<file path="src/rtl/rx_packet_ctrl.sv">
// Receive packet sequencer between the SIE Rx bit processor and the Rx FIFO.
// Every byte strobed in by the bit processor is captured first and decoded
// one cycle later, so the handshake, the PID check and the FIFO write all
// work from registered values. Payload bytes reach the FIFO two cycles after
// their strobe. Per-packet status (PID, byte count, error flags) stays
// readable from the done pulse until the controller is armed again.
module rx_packet_ctrl #(
  parameter int TIMEOUT_W     = 16,
  parameter int MAX_PKT_BYTES = 64,
  parameter int CNT_W         = 7
) (
  input  logic                 clk,
  input  logic                 rst_n,
  input  logic                 rxPktStart,
  input  logic [TIMEOUT_W-1:0] rxTimeout,
  input  logic [7:0]           RxByteIn,
  input  logic [7:0]           RxCtrlIn,
  input  logic                 rxByteWEn,
  output logic                 rxByteRdy,
  output logic [7:0]           fifoData,
  output logic                 fifoWEn,
  input  logic                 fifoFull,
  output logic [3:0]           rxPID,
  output logic [CNT_W-1:0]     rxByteCount,
  output logic                 rxPIDErr,
  output logic                 rxBitStuffErr,
  output logic                 rxOverflow,
  output logic                 rxTimedOut,
  output logic                 rxPktDone,
  output logic                 rxBusy
);

  // Control codes the bit processor puts on RxCtrlIn.
  localparam logic [7:0] DATA_START           = 8'h00;
  localparam logic [7:0] DATA_STOP            = 8'h01;
  localparam logic [7:0] DATA_STREAM          = 8'h02;
  localparam logic [7:0] DATA_BIT_STUFF_ERROR = 8'h03;

  localparam logic [CNT_W-1:0]     MAX_CNT   = CNT_W'(MAX_PKT_BYTES);
  localparam logic [TIMEOUT_W-1:0] TIMER_ONE = TIMEOUT_W'(1);

  typedef enum logic [2:0] {
    S_IDLE,
    S_WAIT_START,
    S_WAIT_PID,
    S_WAIT_DATA,
    S_WRITE,
    S_DONE
  } state_t;

  state_t               state_q, state_d;
  logic                 byte_vld_q, byte_vld_d;
  logic [7:0]           byte_q, byte_d;
  logic [7:0]           ctrl_q, ctrl_d;
  logic [TIMEOUT_W-1:0] timer_q, timer_d;
  logic                 timer_en_q, timer_en_d;
  logic [3:0]           pid_q, pid_d;
  logic [CNT_W-1:0]     cnt_q, cnt_d;
  logic                 pid_err_q, pid_err_d;
  logic                 bse_q, bse_d;
  logic                 ovf_q, ovf_d;
  logic                 timed_out_q, timed_out_d;

  // Decode of the byte captured on the previous cycle.
  logic got_start, got_stop, got_stream, got_bse;
  assign got_start  = byte_vld_q && (ctrl_q == DATA_START);
  assign got_stop   = byte_vld_q && (ctrl_q == DATA_STOP);
  assign got_stream = byte_vld_q && (ctrl_q == DATA_STREAM);
  assign got_bse    = byte_vld_q && (ctrl_q == DATA_BIT_STUFF_ERROR);

  // A START strobed in the expiry cycle is still in flight; let it win.
  logic start_in_flight;
  logic expire;
  assign start_in_flight = rxByteWEn && (RxCtrlIn == DATA_START);
  assign expire          = timer_en_q && (timer_q <= TIMER_ONE) && !start_in_flight;

  // The current WRITE can go to the FIFO only with space and byte budget left.
  logic room;
  assign room = !fifoFull && (cnt_q < MAX_CNT);

  // State register.
  // NOTE: sequential blocks use non-blocking assignments only, so every flop
  // samples the values from before the edge regardless of block ordering.
  always_ff @(posedge clk or negedge rst_n) begin
    if (!rst_n) state_q <= S_IDLE;
    else        state_q <= state_d;
  end

  // Next-state decode from the captured byte, the timer and the arm pulse.
  // NOTE: each always_comb assigns a default to every output first, so no
  // path leaves a signal unassigned and no latch is inferred.
  always_comb begin
    state_d = state_q;
    case (state_q)
      S_IDLE:       if (rxPktStart) state_d = S_WAIT_START;
      S_WAIT_START: begin
        if (got_start)             state_d = S_WAIT_PID;
        else if (got_bse || expire) state_d = S_DONE;
      end
      S_WAIT_PID: begin
        if (got_stream)               state_d = S_WAIT_DATA;
        else if (got_stop || got_bse) state_d = S_DONE;
      end
      S_WAIT_DATA: begin
        if (got_stream)               state_d = S_WRITE;
        else if (got_stop || got_bse) state_d = S_DONE;
        else if (got_start)           state_d = S_WAIT_PID;
      end
      S_WRITE:      state_d = S_WAIT_DATA;
      S_DONE:       state_d = S_IDLE;
      default:      state_d = S_IDLE;
    endcase
  end

  // Handshake, FIFO strobe and packet-level outputs decoded from state.
  always_comb begin
    rxByteRdy = 1'b0;
    fifoWEn   = 1'b0;
    rxPktDone = 1'b0;
    rxBusy    = 1'b0;
    case (state_q)
      S_IDLE:      rxByteRdy = !byte_vld_q;
      S_WAIT_START,
      S_WAIT_PID,
      S_WAIT_DATA: begin
        rxByteRdy = !byte_vld_q;
        rxBusy    = 1'b1;
      end
      S_WRITE: begin
        fifoWEn = room;
        rxBusy  = 1'b1;
      end
      S_DONE:      rxPktDone = 1'b1;
      default:     rxByteRdy = 1'b0;
    endcase
  end

  // Byte capture, timeout timer, byte counter and sticky status flags.
  always_comb begin
    byte_vld_d  = rxByteWEn;
    byte_d      = rxByteWEn ? RxByteIn : byte_q;
    ctrl_d      = rxByteWEn ? RxCtrlIn : ctrl_q;
    timer_d     = timer_q;
    timer_en_d  = timer_en_q;
    pid_d       = pid_q;
    cnt_d       = cnt_q;
    pid_err_d   = pid_err_q;
    bse_d       = bse_q;
    ovf_d       = ovf_q;
    timed_out_d = timed_out_q;
    case (state_q)
      S_IDLE: begin
        if (rxPktStart) begin
          // Load one less so the done pulse lands rxTimeout cycles after arming.
          timer_d     = rxTimeout - TIMER_ONE;
          timer_en_d  = |rxTimeout;
          pid_d       = 4'h0;
          cnt_d       = '0;
          pid_err_d   = 1'b0;
          bse_d       = 1'b0;
          ovf_d       = 1'b0;
          timed_out_d = 1'b0;
        end
      end
      S_WAIT_START: begin
        if (timer_q != '0) timer_d = timer_q - TIMER_ONE;
        if (got_bse)                     bse_d       = 1'b1;
        else if (!got_start && expire)   timed_out_d = 1'b1;
      end
      S_WAIT_PID: begin
        if (got_stream) begin
          pid_d     = byte_q[3:0];
          pid_err_d = (byte_q[3:0] != ~byte_q[7:4]);
        end else if (got_stop) begin
          pid_err_d = 1'b1;
        end else if (got_bse) begin
          bse_d = 1'b1;
        end
      end
      S_WAIT_DATA: begin
        if (got_bse)        bse_d = 1'b1;
        else if (got_start) cnt_d = '0;
      end
      S_WRITE: begin
        if (room) cnt_d = cnt_q + CNT_W'(1);
        else      ovf_d = 1'b1;
      end
      default: ;
    endcase
  end

  // Datapath registers.
  // NOTE: every register here is reset, including the captured byte, so all
  // outputs show defined values the moment rst_n falls.
  always_ff @(posedge clk or negedge rst_n) begin
    if (!rst_n) begin
      byte_vld_q  <= 1'b0;
      byte_q      <= 8'h00;
      ctrl_q      <= 8'h00;
      timer_q     <= '0;
      timer_en_q  <= 1'b0;
      pid_q       <= 4'h0;
      cnt_q       <= '0;
      pid_err_q   <= 1'b0;
      bse_q       <= 1'b0;
      ovf_q       <= 1'b0;
      timed_out_q <= 1'b0;
    end else begin
      byte_vld_q  <= byte_vld_d;
      byte_q      <= byte_d;
      ctrl_q      <= ctrl_d;
      timer_q     <= timer_d;
      timer_en_q  <= timer_en_d;
      pid_q       <= pid_d;
      cnt_q       <= cnt_d;
      pid_err_q   <= pid_err_d;
      bse_q       <= bse_d;
      ovf_q       <= ovf_d;
      timed_out_q <= timed_out_d;
    end
  end

  assign fifoData      = byte_q;
  assign rxPID         = pid_q;
  assign rxByteCount   = cnt_q;
  assign rxPIDErr      = pid_err_q;
  assign rxBitStuffErr = bse_q;
  assign rxOverflow    = ovf_q;
  assign rxTimedOut    = timed_out_q;

endmodule

</file>
<file path="config.mk">
export PLATFORM = sky130hd
export DESIGN_NAME = rx_packet_ctrl
export DESIGN_NICKNAME = d
export VERILOG_FILES = /design/src/rtl/rx_packet_ctrl.sv
export SDC_FILE = /design/constraint.sdc
export NUM_CORES = 1
export LEC_CHECK = 0
export BUFFER_PORTS_ARGS = -buffer_cell sky130_fd_sc_hd__buf_2
export CAP_MARGIN = 25
export CORE_MARGIN = 5
export CORE_UTILIZATION = 60
export CTS_BUF_LIST = sky130_fd_sc_hd__clkbuf_2
export DETAILED_ROUTE_END_ITERATION = 10
export GPL_ROUTABILITY_DRIVEN = 0
export PLACE_DENSITY = 0.93
export SYNTH_ARGS = -nofsm -noshare
export SYNTH_HDL_FRONTEND = slang
export SYNTH_SLANG_ARGS = --single-unit
</file>
<file path="constraint.sdc">
create_clock -name clk -period 6.6 [get_ports clk]
set_input_delay 1.32 -clock clk [delete_from_list [all_inputs] [get_ports clk]]
set_output_delay 1.32 -clock clk [all_outputs]
set_load 0.01 [all_outputs]
</file>
### After elaboration in Yosys (flattened, before gate mapping)

Index checks and enable logic that the tools add are counted.

* register bits after elaboration: 52
* bits of input ports: 37
* output and inout port bits: 27
* logic and storage cells: 116

* $add $sub $neg: 3
* magnitude comparators: 2
* equality and inequality tests: 24
* mux-type cells: 37
* bitwise operators: 1
* reductions and logical operators: 37

Operators by type and width (count)
* 2-to-1 mux 16 bit: 2
* case mux 16 bit (2 select lines): 1
* subtractor 16 x 1 -> 16 bit (second input constant): 2
* 2-to-1 mux 7 bit: 4
* 2-to-1 mux 3 bit: 8
* != test 2 bit (second input constant): 11
* case mux 7 bit (3 select lines): 1
* == test 8 x 2 -> 1 bit (second input constant): 2
* less-or-equal comparator 16 x 1 -> 1 bit (second input constant): 1
* logical NOT 8 bit: 2
* nonzero test 16 bit: 1
* OR reduction 16 bit: 1
* case mux 3 bit (5 select lines): 1
* 2-to-1 mux 1 bit: 13
* AND reduction 3 bit: 4
* AND reduction 4 bit: 3
* logical AND 1 bit: 9
* != test 3 bit (second input constant): 3
* == test 8 x 1 -> 1 bit (second input constant): 1
* 2-to-1 mux 4 bit: 2
* case mux 4 bit (2 select lines): 1
* OR reduction 4 bit: 2
* adder 7 x 1 -> 7 bit (second input constant): 1
* < comparator 7 bit (second input constant): 1
* 16 further kinds: 27

### Longest topological paths before layout

* depth after elaboration: 8
* gate-level depth with buffers: 8
* depth with buffers taken out: 7

### Worst setup path after synthesis

OpenSTA, ideal clock, no wires.

* path kind: input to output
* from: input port fifoFull
* to: output port fifoWEn
* data arrival time: 1.898 ns
* data required time: 5.280 ns
* path slack: 3.382 ns
* cell stages on the path: 1
* buffers on the path: 0
* path through: nor3_1

* longest elaborated chain between the ends: 3

Ends and longest elaborated chain
* from (decl): line 22 `input logic fifoFull,`
* logical NOT 1 bit: line 79 `assign room = !fifoFull && (cnt_q < MAX_CNT);`
* logical AND 1 bit: line 79
* 2-to-1 mux 1 bit: line 121 `case (state_q)`
* to (decl): line 21 `output logic fifoWEn,`

Every way passes these cells.

### Worst setup path after layout

* from: register state_q[1]
* to: output port fifoWEn

* longest elaborated chain between the ends: 2

Ends and longest elaborated chain
* from (decl): line 51 `state_t state_q, state_d;`
* from (signal assigned): line 86 `else state_q <= state_d;`
* == test 3 bit: line 121
* 2-to-1 mux 1 bit: line 121

Every way passes these cells.

==> run summary <==
status: completed
worst-case vdd ir drop: 0.256 mV
worst reg2reg path endpoint: timer_q[13]$_DFFE_PN0P_
cell count after synthesis: 325
most frequently used flop master after synthesis: sky130_fd_sc_hd__dfrtp_1
Buffers on Ports: 63
number of rows created at floorplan: 25
Via-to-Cell Ratio: 6.17
average cell area after synthesis: 9.28 um^2
count of warnings emitted by yosys: 0
worst flop-to-flop path startpoint: timer_q[0]$_DFFE_PN0P_
fraction of registers with async set or reset after synthesis: 100%
minimum setup slack among reg-to-reg paths: 3.92 ns
fraction of power consumed by sequential logic: 44.3%
total routed wirelength: 7.06 mm
signal arrival time at the worst endpoint: 2.37 ns
Leakage Power: 1.47 nW
CTS sink cnt: 52
total clock buffers created by CTS: 5
buffer cell driving the clock tree root: sky130_fd_sc_hd__clkbuf_2
Setup violations, final: 0
initial antenna violation count: 0
number of antenna diodes: 0
Slew HR: 38.4%
Hold/Removal Path Class: reg2reg
floorplan core area: 4790 um^2
HPWL after detailed placement: 5.26 mm
final total power: 0.00112 W
Worst R2R Path Depth: 7
Switching Fraction: 43.4%
pre-CTS setup slack: 2.99 ns
Critical Path, Cell by Cell: nor2_2 -> nand2_1 -> nor3_1 -> buf_2
critical-path maximum fanout: 14
starting density of the core: 63.0%
Routed Antenna Nets: 0
area growth from synthesis to layout: 13.7%
share of total power in the clock network: 10.9%
CTS tree: done
setup TNS: 0 ns
setup repair after global routing missed its margin: false
via count of the first global-routing pass: 2654
first-pass GRT wire length: 12.3 mm
cell internal power dissipation: 0.000635 W
sequential cell area fraction in the yosys report: 43.2%
ports placed on the boundary: 64
H-tree depth: 2
unique cell type count in the Yosys netlist: 54
Min Clock Period, post-route: 3.69 ns
start point of the worst min-delay path: rxTimedOut$_DFFE_PN0P_
WHS Endpoint: rxTimedOut$_DFFE_PN0P_
number of max-slew violations in the final report: 0
Max Buffers Root-to-Sink: 2
Worst Path Class, Setup: reg2out
Post-CTS Setup Repair Bufs: 0
slowest cell on the critical path: sky130_fd_sc_hd__dfrtp_1
Slowest Stage Delay on Critical Path: 0.60 ns
combined area of all synthesized cells: 3020 um^2
nature of the critical path startpoint: flop
worst hold stages: 2
PwrDens: 327 nW/um^2
hold-fix buffers at CTS: 0
total iterations of the first detailed-routing run: 5
clock latency reported for the late side of the worst-skew pair: 0.43 ns
net total in the final layout: 425
remaining global-route overflow: 0
final hold violations: 0
Vias: 2781
slew of the pin with the lowest slew margin: 0.916 ns
die outline area: 6540 um^2
WP data required: 5.28 ns
floorplan die width: 80.9 um
net switching component of the power: 0.000488 W
Setup crit end kind: primary output
final period utilization: 55.9%
Net Count, Synth: 366
combinational cell fraction of total power: 44.8%
worst clock skew: 0.0138 ns
Wirelength per Cell: 15.7 um
Clock transition at path regs: 0.25 ns
post-layout util: 71.6%
worst setup slack after layout: 2.91 ns
share of layout cells above drive strength 1: 25.3%
max-cap violation count: 0
achievable clock frequency: 271 MHz
pin count of the biggest net entering global routing: 53
global-route usage over all layers: 23.7%
total of flip-flops plus latches after synthesis: 52
count of flip-flops with a built-in enable after synthesis: 0
number of DRC violations after detailed routing: 0
DRT iter0 DRCs: 367
die outline height: 80.9 um
post-cts gate resize count: 0
## cell families after synthesis
group,Yosys count,share of synthesized area (%)
adders and majority gates,4,1.66
AOI/OAI and AO/OA,93,19.8
and+or+nand+nor,117,20.7
DFF,52,43.2
muxes,18,6.68
buffers and inverters,24,3.07
xor gates and xnor gates,17,4.94
## critical path, delay by kind of cell (launching register included)
| family | cells | cell delay, ns |
|---|---|---|
| simple gates | 3 | 1.10 |
| flops | 1 | 0.60 |
| buf+inv | 1 | 0.26 |
## worst max path at each step
stage | startpoint | endpoint | slack (ns) | cells after the start
final | state_q[1]$_DFFE_PN0P_ | fifoWEn | 2.91 | 4
after global routing | state_q[1]$_DFFE_PN0P_ | fifoWEn | 2.65 | 4
after CTS | state_q[1]$_DFFE_PN0P_ | fifoWEn | 2.88 | 4
after detailed placement | fifoFull | fifoWEn | 2.99 | 3
after global placement | fifoFull | fifoWEn | 3.07 | 3
after floorplan | fifoFull | fifoWEn | 3.38 | 1
## power by group through the flow
stage	sequential (W)	combinational [W]	clock, W
after floorplan	0.000466	0.000384	0
after global placement	0.000494	0.000463	0
after detailed placement	0.000502	0.000497	0
after CTS	0.000494	0.000497	0.000124
after global routing	0.000512	0.000562	0.000138
final	0.000497	0.000502	0.000123
## state kept, by name, summed over array words and instances, names as in the netlist, 3 cells and up
signal,cells
rxByteCount,7
timer_q,16
state_q,3
ctrl_q,8
rxPID,4
fifoData,8
## Yosys cell counts (all sizes together) (5+ instances only)
library cell | count | area share, %
inv | 10 | 1.2
nor3 | 19 | 3.2
mux2 | 17 | 6.3
dfrtp | 52 | 43
or3 | 10 | 2.4
xnor2 | 15 | 4.4
a22oi | 5 | 1.2
nand2 | 31 | 3.9
clkbuf | 10 | 1.2
or4 | 5 | 1.4
nor2 | 22 | 2.8
o22ai | 6 | 1.2
nor4 | 7 | 2.0
o21ai | 35 | 5.8
a21oi | 16 | 2.7
nand3 | 6 | 1.0
## per-stage QoR
| step | area (um^2) | hold WS [ns] | instances |
|---|---|---|---|
| after CTS | 3430 | 0.523 | 451 |
| after global routing | 3430 | 0.554 | 451 |
| final | 3430 | 0.519 | 451 |
| after floorplan | 3020 | 0.450 | 325 |
| after global placement | 3380 | 0.476 | 443 |
| after detailed placement | 3390 | 0.475 | 444 |
## layout by cell type, fill, tap and decap left out, types with 2 or more instances in the layout
master	instances
sky130_fd_sc_hd__inv_1	10
sky130_fd_sc_hd__mux2_2	17
sky130_fd_sc_hd__nand4_1	4
sky130_fd_sc_hd__o311a_1	3
sky130_fd_sc_hd__nor4_1	6
sky130_fd_sc_hd__a21oi_1	16
sky130_fd_sc_hd__or3_1	8
sky130_fd_sc_hd__nand3b_1	2
sky130_fd_sc_hd__buf_4	2
sky130_fd_sc_hd__o21ai_0	34
sky130_fd_sc_hd__nor3_1	18
sky130_fd_sc_hd__nand3_1	6
sky130_fd_sc_hd__ha_1	4
sky130_fd_sc_hd__dfrtp_1	52
sky130_fd_sc_hd__nand2_1	31
sky130_fd_sc_hd__xor2_1	2
sky130_fd_sc_hd__nor2_1	21
sky130_fd_sc_hd__o2bb2ai_1	2
sky130_fd_sc_hd__or4_1	4
sky130_fd_sc_hd__nand4b_1	2
sky130_fd_sc_hd__o22ai_1	6
sky130_fd_sc_hd__a31oi_1	3
sky130_fd_sc_hd__a22oi_1	5
sky130_fd_sc_hd__o21a_1	4
sky130_fd_sc_hd__buf_2	63
sky130_fd_sc_hd__a22o_1	4
sky130_fd_sc_hd__xnor2_1	15
sky130_fd_sc_hd__clkbuf_2	5
sky130_fd_sc_hd__o22a_1	3
sky130_fd_sc_hd__and3_1	3
sky130_fd_sc_hd__or3_4	2
## routing by layer
| metal | global-route usage (%) | wire (um) | part of all wire (%) | up-vias |
|---|---|---|---|---|
| li1 | - | - | - | 1329 |
| met1 | 32.0 | 3010 | 43 | 1333 |
| met2 | 38.4 | 3520 | 50 | 102 |
| met3 | 3.88 | 366 | 5.2 | 17 |
| met4 | 8.78 | 157 | 2.2 | 0 |
| met5 | 0 | 0 | 0 | - |
## cell type report
| class | instances | area (um^2) |
|---|---|---|
| clock buffers | 5 | 25.0 |
| clock inverters | 2 | 12.5 |
| fillers | 366 | 1360 |
| inverters | 10 | 37.5 |
| multi-input cells | 249 | 1630 |
| flip-flops and latches | 52 | 1300 |
| well taps | 67 | 83.8 |
| repair buffers | 66 | 342 |
(Power assumes the default switching activity.)
